===== config.mk =====
export PLATFORM = sky130hd
export DESIGN_NAME = mac_dot_ctrl
export DESIGN_NICKNAME = d
export VERILOG_FILES = /design/src/rtl/mac_pkg.sv /design/src/rtl/mac.sv /design/src/rtl/mac_dot_ctrl.sv
export SDC_FILE = /design/constraint.sdc
export NUM_CORES = 1
export LEC_CHECK = 0
export CAP_MARGIN = 25
export CORE_AREA = 3 3 133 123
export DETAILED_ROUTE_END_ITERATION = 16
export DIE_AREA = 0 0 136 126
export SKIP_LAST_GASP = 1
export SLEW_MARGIN = 5
export SYNTH_ARGS = -nofsm -noshare
export SYNTH_HDL_FRONTEND = slang
export SYNTH_SLANG_ARGS = --single-unit

===== constraint.sdc =====
create_clock -name clk -period 14.9 [get_ports clk]
set_input_delay 2.98 -clock clk [delete_from_list [all_inputs] [get_ports clk]]
set_output_delay 2.98 -clock clk [all_outputs]
set_load 0.02 [all_outputs]

===== src/rtl/mac_pkg.sv =====
// Shared constants and FSM encoding for the dot-product controller and its MAC.
// Pure definitions; no timing or flow-control behaviour.
package mac_pkg;
    localparam int OP_W  = 8;
    localparam int ACC_W = 16;
    localparam logic [ACC_W-1:0] ACC_MAX = 16'd65535;

    typedef enum logic [1:0] {
        ST_IDLE = 2'd0,
        ST_CLR  = 2'd1,
        ST_RUN  = 2'd2,
        ST_FIN  = 2'd3
    } state_t;
endpackage


===== src/rtl/mac.sv =====
// Saturating unsigned multiply-accumulate: acc <= min(acc + a*b, max), one-cycle update.
// No flow control; zero operands leave the accumulator unchanged, r clears acc and the sticky overflow.
module mac
    import mac_pkg::*;
(
    input  logic             clk,
    input  logic             r,
    input  logic [OP_W-1:0]  a,
    input  logic [OP_W-1:0]  b,
    output logic [ACC_W-1:0] acc,
    output logic             of
);
    logic [ACC_W-1:0] acc_q, acc_d;
    logic             of_q, of_d;
    logic [ACC_W-1:0] prod;
    logic [ACC_W:0]   sum;

    always_comb begin
        prod = ACC_W'(a) * ACC_W'(b);
        sum  = {1'b0, acc_q} + {1'b0, prod};
        acc_d = sum[ACC_W-1:0];
        of_d  = of_q;
        // The overflow flag is sticky until the next clear.
        if (sum[ACC_W]) begin
            acc_d = ACC_MAX;
            of_d  = 1'b1;
        end
    end

    always_ff @(posedge clk) begin
        if (r) begin
            acc_q <= '0;
            of_q  <= 1'b0;
        end else begin
            acc_q <= acc_d;
            of_q  <= of_d;
        end
    end

    assign acc = acc_q;
    assign of  = of_q;
endmodule


===== src/rtl/mac_dot_ctrl.sv =====
// Dot-product controller: feeds len a/b pairs into a saturating MAC, done 2 cycles after last transfer.
// Backpressure: in_ready is high only in RUN; pairs offered in other states are ignored.
module mac_dot_ctrl
    import mac_pkg::*;
#(
    parameter int LEN_W = 5
) (
    input  logic             clk,
    input  logic             r,
    input  logic             start,
    input  logic [LEN_W-1:0] len,
    input  logic             in_valid,
    output logic             in_ready,
    input  logic [OP_W-1:0]  a,
    input  logic [OP_W-1:0]  b,
    output logic [ACC_W-1:0] res,
    output logic             res_of,
    output logic             done,
    output logic             busy
);
    state_t           state_q, state_d;
    logic [LEN_W-1:0] len_q, len_d;
    logic [LEN_W-1:0] cnt_q, cnt_d;
    logic [ACC_W-1:0] res_q, res_d;
    logic             res_of_q, res_of_d;
    logic             done_q, done_d;

    logic             xfer;
    logic             mac_clr;
    logic [OP_W-1:0]  mac_a, mac_b;
    logic [ACC_W-1:0] mac_acc;
    logic             mac_of;

    assign xfer    = (state_q == ST_RUN) && in_valid;
    assign mac_clr = r || (state_q == ST_CLR);
    assign mac_a   = xfer ? a : '0;
    assign mac_b   = xfer ? b : '0;

    mac u_mac (
        .clk (clk),
        .r   (mac_clr),
        .a   (mac_a),
        .b   (mac_b),
        .acc (mac_acc),
        .of  (mac_of)
    );

    always_comb begin
        state_d  = state_q;
        len_d    = len_q;
        cnt_d    = cnt_q;
        res_d    = res_q;
        res_of_d = res_of_q;
        done_d   = 1'b0;
        case (state_q)
            ST_IDLE: begin
                if (start) begin
                    len_d   = len;
                    state_d = ST_CLR;
                end
            end
            ST_CLR: begin
                cnt_d   = '0;
                state_d = (len_q != '0) ? ST_RUN : ST_FIN;
            end
            ST_RUN: begin
                if (xfer) begin
                    cnt_d = cnt_q + LEN_W'(1);
                    if (cnt_q == len_q - LEN_W'(1)) begin
                        state_d = ST_FIN;
                    end
                end
            end
            ST_FIN: begin
                // The last product landed in the MAC at the edge entering FIN.
                res_d    = mac_acc;
                res_of_d = mac_of;
                done_d   = 1'b1;
                state_d  = ST_IDLE;
            end
            default: state_d = ST_IDLE;
        endcase
    end

    always_ff @(posedge clk) begin
        if (r) begin
            state_q  <= ST_IDLE;
            len_q    <= '0;
            cnt_q    <= '0;
            res_q    <= '0;
            res_of_q <= 1'b0;
            done_q   <= 1'b0;
        end else begin
            state_q  <= state_d;
            len_q    <= len_d;
            cnt_q    <= cnt_d;
            res_q    <= res_d;
            res_of_q <= res_of_d;
            done_q   <= done_d;
        end
    end

    assign in_ready = (state_q == ST_RUN);
    assign busy     = (state_q != ST_IDLE);
    assign res      = res_q;
    assign res_of   = res_of_q;
    assign done     = done_q;
endmodule


# Word level (Yosys, flattened, before mapping)
# Cells that the tools add are included.
# classes
n_mul	1
mux	11
n_eq_ne	7
n_addsub	3
reduce_logical	9
# op_table
operator	n
$add 16x16->17	1
$mul 8x8->16	1
$mux 16	1
$mux 8	2
$pmux 5 s2	1
$pmux 2 s4	1
$mux 2	3
$add 5x1->5 const B	1
$eq 5x5->1	1
$mux 5	1
$reduce_bool 5->1	1
$sub 5x1->5 const B	1
$eq 2x2->1 const B	2
$ne 2x1->1 const B	2
$reduce_and 2->1	2
$reduce_bool 2->1	2
$reduce_and 3->1	1
$eq 2x1->1 const B	1
$logic_not 2->1	1
$mux 1	2
$ne 2x2->1 const B	1
$logic_and 1x1->1	1
$logic_or 1x1->1	1
# totals
ff_bits	47
input_bits	25
wordCells	39

# Depth between registers and ports, before layout
# logic_depth
word_depth	6
ltp_mapped	22
ltp_nobuf	20

# Modules after synthesis
# A second synthesis with hierarchy kept.
# hier_totals
cells_unflattened	522
area_unflattened_um2	4645.7
# by_module_without_submodules
mod	seq_area_each_um2	instances	cells_each	area_each_um2
mac	340.3	1	360	3155.5
mac_dot_ctrl	600.6	1	162	1490.2

# Worst setup path after synthesis
# No wires, ideal clock.
# synth_timing
path_kind	input -> register
start	in in_valid
end	reg u_mac.acc_q[10] (netlist: u_mac.acc[10])
setup_ns	0.115
slack_ns	7.226
required_ns	14.785
path_stages	19
path_buffers	3
arrival_ns	7.560
path_cell_list	and2_1 clkbuf_1 clkbuf_1 nand3_1 fa_1 fa_1 inv_1 fa_1 inv_1 fa_1 inv_1 ha_1 and2_1 a311oi_1 a21oi_1 o221ai_2 nand2_2 buf_6 o21a_1
# synth_via
elab_chain_cells	5
# synth_rtl
element	line_no	text
from (decl)	mac_dot_ctrl.sv:12	input logic in_valid,
$logic_and 1x1->1 (*)	mac_dot_ctrl.sv:34	assign xfer = (state_q == ST_RUN) && in_valid;
$mux 8 (on tied branches)	mac_dot_ctrl.sv:36, mac_dot_ctrl.sv:37	
$mul 8x8->16 (*)	mac.sv:19	prod = ACC_W'(a) * ACC_W'(b);
$add 16x16->17 (*)	mac.sv:20	sum = {1'b0, acc_q} + {1'b0, prod};
$mux 16 (*)	mac.sv:24	if (sum[ACC_W]) begin
to (signal assigned)	mac.sv:32	acc_q <= '0;
to (signal assigned)	mac.sv:35	acc_q <= acc_d;
to (decl)	mac.sv:13	logic [ACC_W-1:0] acc_q, acc_d;
# Mark *: on every way between the ends. The rest lies on a longest branch, timed or not.
# A chain may end at the register's enable or synchronous reset.

# Worst setup path after layout
# layout_timing
start	in in_valid
end	reg u_mac.acc_q[12] (netlist: u_mac.acc[12])
# The elaborated chain is that of the path after synthesis.

==> run_results.csv <==
group,metric,value,unit
global_routing,grt_antenna_before_repair,0,
global_routing,top_usage_layer,"met2",
global_routing,use_met3,2.72,%
clock_tree,post_cts_buffers,0,
timing,finalSetupViolCount,0,
power,switching_share,39.3,%
drt,drtAntennaViolNets,0,
clock_tree,cts_buffers,5,
drt,detail_route.iter0.violations,135,
critical_path,crit_arrival,8.33,ns
placed_design,gp_congestion,0.842,
synthesis,yosys.area.top_type_share,22.8,%
final_layout,insertedDiodeCount,0,
synthesis,syn_area,0.00449,mm2
clock_tree,hold_buffers,0,
timing,final-hold-violation-count,0,
drt,drc,0,
critical_path,endpoint_kind,"flop",
job,cap_viol_max_count,0,
power,power_frac_comb,48.1,%
final_layout,fin_nets,662,
outcome,status,"completed",
timing,min_period_over_period,54.8,%
timing,tightest_slew,0.499,ns
timing,final.setup.tns,0,ns
drt,wl_per_cell,13.4,um
synthesis,ys_ff_latch,47,
die,io_pins,45,
critical_path,cp-start-kind,"input port",
critical_path,critical_path_class,"in2reg",
die,die_y,126,um
clock_tree,cts_tree,"built",
critical_path,regToRegStartpoint,"state_q[0]",
timing,max_freq,0.123,GHz
final_layout,syn_to_final_growth,17.7,%
synthesis,ys_async_sr_fraction,0,%
synthesis,seq_area_frac_synth,21.0,%
clock_tree,clk_pin_slew,0.06,ns
drt,firstDrtPassIters,4,
power,leakagePower,0.00256,uW
clock_tree,cts_root_buffer,"clkbuf_16",
timing,rsz0062_at_grt,"no",
global_routing,track_usage,12.3,%
final_layout,drive_gt1_share,3.68,%
critical_path,crit_required,15.07,ns
hold_path,hp-class,"reg2reg",
global_routing,grt_pass1_vias,3628,
placed_design,port_buffers,44,
die,core_area,0.0152,mm2
drt,routed_wl,10.0,mm
clock_tree,insertion_delay,0.28,ns
die,start_util,29.6,%
global_routing,use_met1,15.5,%
synthesis,avgSynthCellArea,8.87,um2
global_routing,grt_max_degree,55,
power,pwr-share-clk,21.2,%
synthesis,ys.flop_type,"dfxtp_1",
critical_path,crit_start,"in_valid",
power,max-vdd-ir-drop,0.0470,mV
placed_design,dp.cells,736,
die,die_w,136,um
power,p_int,302,uW
synthesis,postSynthCellCount,506,
synthesis,ys_warn_count,0,
timing,slew_viol_final,0,
die,dieArea,0.0171,mm2
drt,via_per_inst,4.64,
critical_path,crit_fanout,54,
synthesis,synth_cell_types,48,
clock_tree,cts_max_level,2,
clock_tree,cts.path.max_buffers,2,
placed_design,hpwl,8.17,mm
timing,min_period,8.16,ns
global_routing,grt_overflow_total,0,
power,powerDensity,94.2,mW/mm2
clock_tree,cts_num_sinks,47,
synthesis,synth-edff-count,0,
timing,fin_skew,0.00713,ns
clock_tree,cts_resized,0,
power,seqPwrFrac,30.7,%
hold_path,hp-start,"len_q[1]",
synthesis,synth_nets,625,
drt,vias,3462,
global_routing,use_met2,21.5,%
synthesis,netlist_top_cells_area,"fa_1 23%, dfxtp_1 21%, ha_1 12%",
final_layout,instances_no_fill,746,
die,fp-row-count,43,
synthesis,synth_top_area_cell,"fa_1",
timing,relSlewSlack,66.7,%
power,switchingPower,196,uW
global_routing,grt_pass1_wl,17.4,mm
final timing paths:
kind                    to  slack, ns  cells after the start
min reg2reg       len_q[1]       0.48                      2
min               len_q[1]       0.48                      2
max reg2reg  u_mac.acc[12]       9.11                     19
max          u_mac.acc[12]       6.74                     18
per-stage QoR:
stage               util (%)  power [uW]  setup WS, ns  instance area, um2  hold slack (ns)
floorplan                  -         330          7.23                4490            0.440
global placement        33.7         389          6.64                5120            0.470
detailed placement      33.7         395          6.50                5120            0.465
CTS                     34.6         503          6.77                5260            0.482
global route            34.8         543          6.45                5280            0.515
finish                  34.8         497          6.74                5280            0.482
routing by layer:
layer / routed length, um / vias to the layer above
met5: 0 / -
met4: 149 / 0
met3: 446 / 10
met2: 5010 / 56
met1: 4390 / 1690
li1: - / 1706
area by class of cell:
cell class	count	area, um2
clock buffers	7	133
inverters	104	390
repair buffers	48	478
fillers	1558	9890
multi-input cells	337	3080
well taps	202	253
flip-flops and latches	47	941
clock inverters	1	5.00
power by group through the flow:
stage / logic, uW / clock network [uW] / registers, uW
floorplan: 179 / 0 / 151
global placement: 233 / 0 / 156
detailed placement: 239 / 0 / 156
CTS: 241 / 109 / 153
global route: 274 / 114 / 155
finish: 239 / 105 / 153
worst max-delay path, cell delays in order:
cell and delay, ns:
clkdlybuf4s50_1 0.50, and2_1 0.13, buf_4 0.39, nand3_1 0.17, fa_1 0.53, fa_1 0.54
inv_1 0.05, fa_1 0.53, inv_1 0.05, fa_1 0.54, inv_1 0.05, ha_1 0.38
and2_1 0.20, a311oi_1 0.34, a21oi_1 0.19, o221ai_2 0.23, nand2_2 0.24, o21a_1 0.26
cells in the final DEF, fill, tap and decap left out, drive strengths merged, types with 5 or more instances in the layout:
master         instances
and2                   7
nand2                 24
dfxtp                 47
nand4                  5
mux2i                 18
and3                  32
xor2                   8
nand2b                 5
clkdlybuf4s50         44
inv                  104
fa                    51
ha                    43
a21oi                 15
nand3                 28
o21a                  18
xnor2                  8
o21ai                  8
clkbuf                 7
nor2                  29
cells by family after synthesis:
kind of cell	synth area share [%]
xor+xnor	3.12
buf+inv	10.4
fa+ha+maj	34.7
mux	4.02
simple gates	17.0
compound gates	9.76
flops	21.0
state kept, by name (all words and copies together) (netlist names):
register / cells
done: 1
state_q: 2
cnt_q: 5
res_of: 1
res: 16
u_mac.acc: 16
u_mac.of: 1
len_q: 5
synth_stat cells, types with 2 or more instances:
library cell / count
a21o_1: 3
a21oi_1: 14
a311oi_1: 2
a31oi_1: 4
and2_1: 7
and3_1: 32
buf_1: 2
clkbuf_1: 14
dfxtp_1: 47
fa_1: 51
ha_1: 43
inv_1: 104
mux2i_1: 18
nand2_1: 23
nand2b_1: 5
nand3_1: 28
nand4_1: 5
nor2_1: 29
nor2b_1: 3
nor3_1: 2
nor3b_1: 2
o21a_1: 18
o21ai_0: 6
or2_2: 4
or3_1: 2
or4_1: 2
xnor2_1: 8
xor2_1: 8
(Power assumes the default switching activity.)
